==> src/rtl/fetch_sequencer_if.sv <==
// fetch_sequencer_if
//
// Bundles the Fetch-stage signals between the fetch sequencer, the
// instruction memory, the hazard unit and the Fetch/Decode register.
//
// Signals:
//   stallf        hazard-unit stall (to sequencer)
//   flushf        taken branch / jump redirect (to sequencer)
//   branch_target redirect word address, used while flushf is high
//   int_req       level-sensitive interrupt request
//   instr_in      instruction-memory read data for word pc
//   pc            instruction-memory word address
//   ir_out        emitted instruction word
//   imm_out       emitted immediate word (0 for one-word instructions)
//   ir_valid      ir_out/imm_out/next_pc hold a new instruction
//   next_pc       address of the word after the emitted instruction
//   int_ack       one-cycle pulse on interrupt entry
//   epc           return address captured on interrupt entry
//   state         sequencer FSM state, exposed for debug and checkers
//
// Handshake: there is no ready signal. A new instruction is presented in
// every cycle where ir_valid is high and the previous edge was not a
// stall; while stallf is high (and flushf low) every output, ir_valid
// included, holds its previous value, so the consumer may re-read it.
//
// master: the fetch sequencer. slave: the surrounding pipeline / memory.

interface fetch_sequencer_if;
    logic        stallf;
    logic        flushf;
    logic [31:0] branch_target;
    logic        int_req;
    logic [15:0] instr_in;
    logic [31:0] pc;
    logic [15:0] ir_out;
    logic [15:0] imm_out;
    logic        ir_valid;
    logic [31:0] next_pc;
    logic        int_ack;
    logic [31:0] epc;
    logic [2:0]  state;

    modport master (
        input  stallf, flushf, branch_target, int_req, instr_in,
        output pc, ir_out, imm_out, ir_valid, next_pc, int_ack, epc, state
    );

    modport slave (
        output stallf, flushf, branch_target, int_req, instr_in,
        input  pc, ir_out, imm_out, ir_valid, next_pc, int_ack, epc, state
    );
endinterface

==> src/rtl/fetch_sequencer.sv <==
// fetch_sequencer
//
// Program-counter sequencer and fetch controller. Owns the PC, loads the
// reset (and optionally interrupt) vector from instruction memory as two
// 16-bit words, merges two-word instructions into an IR/immediate pair,
// and applies hazard stalls and branch flushes. All outputs are registered.
//
// Ports:
//   clk  clock, rising edge
//   rst  synchronous active-high reset
//   bus  fetch_sequencer_if.master (see interface file for signal list)
//
// Build option: define FETCH_INT_EN to include the interrupt path
// (INT_HI/INT_LO states, int_ack, epc). Without it int_req is ignored and
// int_ack/epc read as 0.

module fetch_sequencer #(
    parameter int          IMM_BIT      = 15,
    parameter logic [31:0] RST_VEC_ADDR = 32'd0,
    parameter logic [31:0] INT_VEC_ADDR = 32'd2
) (
    input logic              clk,
    input logic              rst,
    fetch_sequencer_if.master bus
);

    localparam logic [2:0] RST_HI = 3'd0;
    localparam logic [2:0] RST_LO = 3'd1;
    localparam logic [2:0] FETCH  = 3'd2;
    localparam logic [2:0] IMM    = 3'd3;
`ifdef FETCH_INT_EN
    localparam logic [2:0] INT_HI = 3'd4;
    localparam logic [2:0] INT_LO = 3'd5;
`endif

    logic [2:0]  state_q;
    logic [31:0] pc_q;
    logic [31:0] next_pc_q;
    logic [15:0] ir_q;
    logic [15:0] imm_q;
    logic        valid_q;
    logic [15:0] held_op;   // opcode word waiting for its immediate
    logic [15:0] vec_hi;    // upper half of a vector being loaded
    logic [31:0] pc_inc;

    assign pc_inc = pc_q + 32'd1;

`ifdef FETCH_INT_EN
    logic        ack_q;
    logic [31:0] epc_q;
`endif

    always_ff @(posedge clk) begin
        if (rst) begin
            state_q   <= RST_HI;
            pc_q      <= RST_VEC_ADDR;
            next_pc_q <= 32'd0;
            ir_q      <= 16'd0;
            imm_q     <= 16'd0;
            valid_q   <= 1'b0;
            held_op   <= 16'd0;
            vec_hi    <= 16'd0;
`ifdef FETCH_INT_EN
            ack_q     <= 1'b0;
            epc_q     <= 32'd0;
`endif
        end else begin
`ifdef FETCH_INT_EN
            // int_ack is a pulse: only the entry cycle below sets it.
            ack_q <= 1'b0;
`endif
            case (state_q)
                // Vector loads ignore stall/flush/interrupt so they stay atomic.
                RST_HI: begin
                    vec_hi  <= bus.instr_in;
                    pc_q    <= RST_VEC_ADDR + 32'd1;
                    valid_q <= 1'b0;
                    state_q <= RST_LO;
                end
                RST_LO: begin
                    pc_q    <= {vec_hi, bus.instr_in};
                    valid_q <= 1'b0;
                    state_q <= FETCH;
                end
`ifdef FETCH_INT_EN
                INT_HI: begin
                    vec_hi  <= bus.instr_in;
                    pc_q    <= INT_VEC_ADDR + 32'd1;
                    valid_q <= 1'b0;
                    state_q <= INT_LO;
                end
                INT_LO: begin
                    pc_q    <= {vec_hi, bus.instr_in};
                    valid_q <= 1'b0;
                    state_q <= FETCH;
                end
`endif
                FETCH: begin
                    if (bus.flushf) begin
                        pc_q    <= bus.branch_target;
                        valid_q <= 1'b0;
                    end else if (bus.stallf) begin
                        // hold everything, ir_valid included
                    end
`ifdef FETCH_INT_EN
                    else if (bus.int_req) begin
                        // The un-issued word at pc is where the handler returns.
                        epc_q   <= pc_q;
                        ack_q   <= 1'b1;
                        valid_q <= 1'b0;
                        pc_q    <= INT_VEC_ADDR;
                        state_q <= INT_HI;
                    end
`endif
                    else if (bus.instr_in[IMM_BIT]) begin
                        held_op <= bus.instr_in;
                        pc_q    <= pc_inc;
                        valid_q <= 1'b0;
                        state_q <= IMM;
                    end else begin
                        ir_q      <= bus.instr_in;
                        imm_q     <= 16'd0;
                        valid_q   <= 1'b1;
                        next_pc_q <= pc_inc;
                        pc_q      <= pc_inc;
                    end
                end
                IMM: begin
                    if (bus.flushf) begin
                        pc_q    <= bus.branch_target;
                        valid_q <= 1'b0;
                        state_q <= FETCH;
                    end else if (bus.stallf) begin
                        // hold; the opcode stays parked in held_op
                    end else begin
                        ir_q      <= held_op;
                        imm_q     <= bus.instr_in;
                        valid_q   <= 1'b1;
                        next_pc_q <= pc_inc;
                        pc_q      <= pc_inc;
                        state_q   <= FETCH;
                    end
                end
                default: begin
                    state_q <= RST_HI;
                    pc_q    <= RST_VEC_ADDR;
                    valid_q <= 1'b0;
                end
            endcase
        end
    end

    assign bus.pc       = pc_q;
    assign bus.ir_out   = ir_q;
    assign bus.imm_out  = imm_q;
    assign bus.ir_valid = valid_q;
    assign bus.next_pc  = next_pc_q;
    assign bus.state    = state_q;

`ifdef FETCH_INT_EN
    assign bus.int_ack = ack_q;
    assign bus.epc     = epc_q;
`else
    assign bus.int_ack = 1'b0;
    assign bus.epc     = 32'd0;
    // Interrupt input and vector address have no function in this build.
    logic                  int_req_unused;
    localparam logic [31:0] INT_VEC_UNUSED = INT_VEC_ADDR;
    assign int_req_unused = bus.int_req;
`endif

endmodule

==> src/flat_wrapper.sv <==
// flat-port wrapper written by rule: the top's interface ports become plain ports
module fetch_sequencer_flat 
#(
    parameter int          IMM_BIT      = 15,
    parameter logic [31:0] RST_VEC_ADDR = 32'd0,
    parameter logic [31:0] INT_VEC_ADDR = 32'd2
)
  (clk, rst, bus_stallf, bus_flushf, bus_branch_target, bus_int_req, bus_instr_in, bus_pc, bus_ir_out, bus_imm_out, bus_ir_valid, bus_next_pc, bus_int_ack, bus_epc, bus_state);
  fetch_sequencer_if bus_i ();
  input logic clk;
  input logic rst;
  input wire logic [$bits(bus_i.stallf)-1:0] bus_stallf;
  input wire logic [$bits(bus_i.flushf)-1:0] bus_flushf;
  input wire logic [$bits(bus_i.branch_target)-1:0] bus_branch_target;
  input wire logic [$bits(bus_i.int_req)-1:0] bus_int_req;
  input wire logic [$bits(bus_i.instr_in)-1:0] bus_instr_in;
  output wire logic [$bits(bus_i.pc)-1:0] bus_pc;
  output wire logic [$bits(bus_i.ir_out)-1:0] bus_ir_out;
  output wire logic [$bits(bus_i.imm_out)-1:0] bus_imm_out;
  output wire logic [$bits(bus_i.ir_valid)-1:0] bus_ir_valid;
  output wire logic [$bits(bus_i.next_pc)-1:0] bus_next_pc;
  output wire logic [$bits(bus_i.int_ack)-1:0] bus_int_ack;
  output wire logic [$bits(bus_i.epc)-1:0] bus_epc;
  output wire logic [$bits(bus_i.state)-1:0] bus_state;
  assign bus_i.stallf = bus_stallf;
  assign bus_i.flushf = bus_flushf;
  assign bus_i.branch_target = bus_branch_target;
  assign bus_i.int_req = bus_int_req;
  assign bus_i.instr_in = bus_instr_in;
  assign bus_pc = bus_i.pc;
  assign bus_ir_out = bus_i.ir_out;
  assign bus_imm_out = bus_i.imm_out;
  assign bus_ir_valid = bus_i.ir_valid;
  assign bus_next_pc = bus_i.next_pc;
  assign bus_int_ack = bus_i.int_ack;
  assign bus_epc = bus_i.epc;
  assign bus_state = bus_i.state;
  fetch_sequencer #(.IMM_BIT(IMM_BIT), .RST_VEC_ADDR(RST_VEC_ADDR), .INT_VEC_ADDR(INT_VEC_ADDR)) u_core (.clk(clk), .rst(rst), .bus(bus_i));
endmodule
==> config.mk <==
export PLATFORM = sky130hd
export DESIGN_NAME = fetch_sequencer_flat
export DESIGN_NICKNAME = d
export VERILOG_FILES = /design/src/rtl/fetch_sequencer_if.sv /design/src/rtl/fetch_sequencer.sv /design/src/flat_wrapper.sv
export SDC_FILE = /design/constraint.sdc
export NUM_CORES = 1
export LEC_CHECK = 0
export ABC_AREA = 1
export CAP_MARGIN = 20
export CORE_ASPECT_RATIO = 1.1
export CORE_MARGIN = 4
export CORE_UTILIZATION = 40
export CTS_BUF_LIST = sky130_fd_sc_hd__clkbuf_4
export DETAILED_ROUTE_END_ITERATION = 10
export DONT_BUFFER_PORTS = 1
export PLACE_DENSITY_LB_ADDON = 0.08
export SLEW_MARGIN = 20
export SYNTH_ARGS = -nofsm -noshare
export SYNTH_HDL_FRONTEND = slang
export SYNTH_SLANG_ARGS = --single-unit
==> constraint.sdc <==
create_clock -name clk -period 3.35 [get_ports clk]
set_clock_uncertainty 0.15 [all_clocks]
set_input_delay 0.1675 -clock clk [delete_from_list [all_inputs] [get_ports clk]]
set_output_delay 0.1675 -clock clk [all_outputs]
set_load 0.01 [all_outputs]
Yosys cells after proc, flatten, opt, wreduce, memory -nomap -nowiden --
Index checks and enable logic that the tools add are counted.
Word-level totals: register bits after elaboration 132, input port bits 53, output and inout port bits 133, word-level logic and storage cells 62
Cells by class: $add $sub $neg 1, equality and inequality tests 12, muxes and demuxes 32, bitwise gates (word level) 2, reductions and logical operators 7
Operators by type and width (number):
- $mux 32 | 6
- $mux 16 | 10
- $pmux 32 s3 | 1
- $pmux 16 s2 | 2
- $pmux 32 s2 | 1
- $add 32x1->32 const B | 1
- $mux 3 | 5
- $ne 2x2->1 const B | 6
- $pmux 3 s4 | 1
- $reduce_and 4->1 | 2
- $eq 3x2->1 const B | 2
- $ne 3x3->1 const B | 2
- $reduce_and 6->1 | 1
- $mux 1 | 5
- $eq 3x1->1 const B | 1
- $logic_not 3->1 | 1
- $ne 3x2->1 const B | 1
- $not 1->1 | 2
- $pmux 1 s2 | 1
- $reduce_and 2->1 | 1
- $reduce_bool 2->1 | 1
- $reduce_or 2->1 | 1

Depth between registers and ports, before layout --
depth in word-level cells 5, gate-level depth with buffers 10, depth with buffers taken out 10

Worst setup path before layout --
Ideal clock, no wire load.
kind reg-to-reg, start point register u_core.pc_q[0], in the netlist u_core.bus.pc[0], end point register u_core.next_pc_q[12], in the netlist u_core.bus.next_pc[12], library setup time 116 ps, data arrival time 1516 ps, required time 3084 ps, setup slack 1567 ps, stages on the path, launching flop included 10, buffers on the path 0, period minus slack after synthesis 1783 ps, path through dfxtp_1 > ha_1 > nand2_1 > nor2_2 > nand2_1 > nor2_1 > xor2_1 > nand2_1 > o211ai_1 > inv_1
Between the ends: word-level cells in the longest chain between the ends 5, elaborated cells between the ends (all ways) 7, classes of those cells 1 x add/sub; 6 x mux
Ends and longest elaborated chain:
- start, declared | line fetch_sequencer.sv:37 | logic [31:0] pc_q;
- start signal, assigned | line fetch_sequencer.sv:76 | pc_q <= RST_VEC_ADDR + 32'd1;
- start signal, assigned | line fetch_sequencer.sv:81 | pc_q <= {vec_hi, bus.instr_in};
- start signal, assigned | line fetch_sequencer.sv:100 | pc_q <= bus.branch_target;
- $add 32x1->32 (*) | line fetch_sequencer.sv:46 | assign pc_inc = pc_q + 32'd1;
- $mux 32 | line fetch_sequencer.sv:115 | else if (bus.instr_in[IMM_BIT]) begin
- $mux 32 | line fetch_sequencer.sv:102 | end else if (bus.stallf) begin
- $mux 32 | line fetch_sequencer.sv:99 | if (bus.flushf) begin
- $pmux 32 s2 (*) | line fetch_sequencer.sv:72 | case (state_q)
- end signal, assigned | line fetch_sequencer.sv:124 | next_pc_q <= pc_inc;
- end signal, assigned | line fetch_sequencer.sv:139 | next_pc_q <= pc_inc;
- end, declared | line fetch_sequencer.sv:38 | logic [31:0] next_pc_q;
Every way passes the cells marked *; elsewhere a longest branch is shown, timed or not. The select of a mux whose other input is x is not followed. A chain may end at the register's enable or synchronous reset.

Worst setup path in the final report --
start point register u_core.state_q[1], in the netlist u_core.bus.state[1], end point register u_core.ir_q[15], in the netlist u_core.bus.ir_out[15]
Between the ends: word-level cells in the longest chain between the ends 3, elaborated cells between the ends (all ways) 10, classes of those cells 7 x eq/ne; 1 x mux; 2 x reduce/logical
Ends and longest elaborated chain:
- start, declared | line fetch_sequencer.sv:36 | logic [2:0] state_q;
- start signal, assigned | line fetch_sequencer.sv:55 | state_q <= RST_HI;
- start signal, assigned | line fetch_sequencer.sv:78 | state_q <= RST_LO;
- start signal, assigned | line fetch_sequencer.sv:83 | state_q <= FETCH;
- $eq 3x2->1 | line fetch_sequencer.sv:72
- $ne 2x2->1 (no source line) / $reduce_bool 2->1 (equally long branches)
- $reduce_and 6->1 (no source line)
- end signal, assigned | line fetch_sequencer.sv:121 | ir_q <= bus.instr_in;
- end signal, assigned | line fetch_sequencer.sv:136 | ir_q <= held_op;
- end, declared | line fetch_sequencer.sv:39 | logic [15:0] ir_q;
Parallel ways exist; a longest one is shown, timed or not.

==> run metrics <==
status=completed; Yosys cell types=30; final design area excluding fillers=0.00744 mm2; Post-synth top cells=nor2_1 (201), nand2_1 (198), dfxtp_1 (131); largest net degree at the start of global routing=80; Rel. slew slack=0.339; peak per-stage delay on the critical path=~630 ps; Vias per Instance=around 5.1; top-count cell post-synth=nor2_1; DRC viols=0; Root Buffer=clkbuf_4; Final Power=3.49 mW; clock sink count=131; part of the Yosys area used for sequential elements=0.398; I/O pin cnt=186; Post-Route WL=21000 um; fill count=1699; Avg WL per Cell=16.9 um; CP Max Fanout=25; Max-Cap Viols=0; initial antenna violation count=4; arrival time worst endpoint=3460 ps; Synth top area share=0.398; max-slew violation count=0; CTS Buf Count=17; gr usage total=0.227; RePlAce Congestion=0.883; leak pwr=between 3 and 4 nW; drt first pass iters=6; Worst-path clk slew=120 ps; Setup-failing EPs final=0; Synth Instances=about 1000; Metal-1 WL=9170 um; layout cells sized above 1=0.0529; RSZ-0062 raised after global routing=false; Worst VDD drop=279 uV; Finished Core Util=0.468; fmax=0.320 GHz; Post-synth EDFFs=0; grt total ovfl=0; clk_lat worst skew=540 ps; Tcrit/Tclk final=0.934; Slew @ Worst Pin=991 ps; crit path time final=3130 ps; syn_area_per_cell=6.59 um2; critical-path cell list=inv_2 > nor3_4 > dlygate4sd3_1 > inv_2 > nor2_4 > inv_1 > nand2_1 > a21oi_1 > dlygate4sd3_1; Initial DRC Count=452; top sig layer=met4; met3 wire len=1780 um; fin nets=1081; die height=143 um; die area=approximately 0.019 mm2; Max Buffers Root-to-Sink=2; startpoint types=register; CTS tree=done; Synth-to-Final Area Change=13.1%; worst path required time=3680 ps; Post-Syn Area=0.00658 mm2; H-tree lvl count=4; Initial Util=0.414; vias in the first global route=5970; Cell Area, Placed=0.00657 mm2; post-DP HPWL=14500 um; Antenna Nets Post-Route=0; #FFs+latches synth=131; first-pass GRT wire length=33000 um; Min-Delay Path Class=primary input to register; core area=0.0159 mm2; leading area contributor after synthesis=dfxtp_1; Crit. End Element=register; Synth area leaders=dfxtp_1 (40%), nor2_1 (11%), nand2_1 (11%); Hold Vio Cnt, Final=0; met2 wire length=9730 um; setup bufs post-CTS=0; TNS Setup=0 ps; yosys warns=0; IO Port Bufs=0; Primary FF master, synth=dfxtp_1; total number of vias=6284; r2r setup slk=220 ps; Die X=130 um; ys async rst share=0; slowest stage cell, crit path=dlygate4sd3_1; P per Cell Area=470 mW/mm2; type of the worst setup path=register to register; # rows=48
final timing paths:
kind                      endpoint  cells after the start                 from
max reg2reg  u_core.bus.ir_out[15]                      9  u_core.bus.state[1]
min              u_core.bus.pc[10]                      4           bus_flushf
min reg2reg   u_core.bus.ir_out[9]                      2    u_core.held_op[9]
max          u_core.bus.ir_out[15]                      9  u_core.bus.state[1]
kinds of logic after synthesis:
family          count (synthesis)  synth area share
flops                         131             0.398
other cells                     1          0.000570
xor+xnor                       11            0.0146
simple gates                  464             0.282
buf+inv                       178             0.127
compound gates                212             0.176
fa+ha+maj                       1           0.00190
state kept, by name (all words and copies together), names as in the netlist:
name,flops
u_core.vec_hi,16
u_core.held_op,16
u_core.bus.ir_out,16
u_core.bus.next_pc,32
u_core.bus.imm_out,16
u_core.bus.state,2
u_core.bus.ir_valid,1
u_core.bus.pc,32
metrics by stage:
stage / worst slack (ps) / hold slack, ps / std cells
final: 222 / 158 / 1244
after CTS: 238 / 125 / 1240
after global routing: 62.1 / 186 / 1244
after floorplan: 1570 / 102 / 1031
after global placement: 1080 / 89.8 / 1155
after detailed placement: 1060 / 91.9 / 1155
power by group:
part / leakage, nW / total [mW] / switching [mW] / internal [mW]
Sequential: 1.07 / 1.78 / 0.128 / 1.65
Combinational: 1.92 / 0.479 / 0.310 / 0.170
Clock: 0.162 / 1.24 / 0.631 / 0.607
Total: 3.15 / 3.49 / 1.07 / 2.43
critical path: cells and delay by family, from the launching register on:
| family | cells | cell delay [ps] |
|---|---|---|
| AOI/OAI and AO/OA | 1 | 160 |
| buffers and inverters | 5 | 2160 |
| and+or+nand+nor | 3 | 180 |
| DFF | 1 | 430 |
routing by layer:
layer,track usage,vias to the layer above
met3,0.0788,18
met5,0,-
met4,0.0624,0
li1,-,3206
met2,0.363,213
met1,0.292,2847
cells in the final DEF (no fill, tap or decap), drive strengths merged:
master and instances:
conb 34, xor2 8, nand3 54, a311oi 1, bufinv 4, nor2 207
buf 12, o31ai 1, o211ai 23, diode 4, o22ai 1, clkinvlp 4
o21ai 115, a21oi 48, a211oi 2, inv 89, xnor2 3, nand3b 2
nand2 199, a31oi 21, dfxtp 131, ha 1, clkinv 6, nor3 2
clkbuf 19, dlygate4sd3 53
cell type report:
type / instances / area, um2 / share of cell area
repair buffers: 65 / 646 / 0.0868
diodes: 4 / 10.0 / 0.00135
multi-input cells: 722 / 3250 / 0.436
clock inverters: 13 / 185 / 0.0249
well taps: 200 / 250 / 0.0336
flip-flops and latches: 131 / 2620 / 0.352
clock buffers: 19 / 143 / 0.0192
inverters: 90 / 338 / 0.0454
timing repair:
item,4_1_cts,5_1_grt
endpoints found under the hold margin,121,0
resized for setup,0,0
hold buffers,53,0
(Power assumes the default switching activity.)
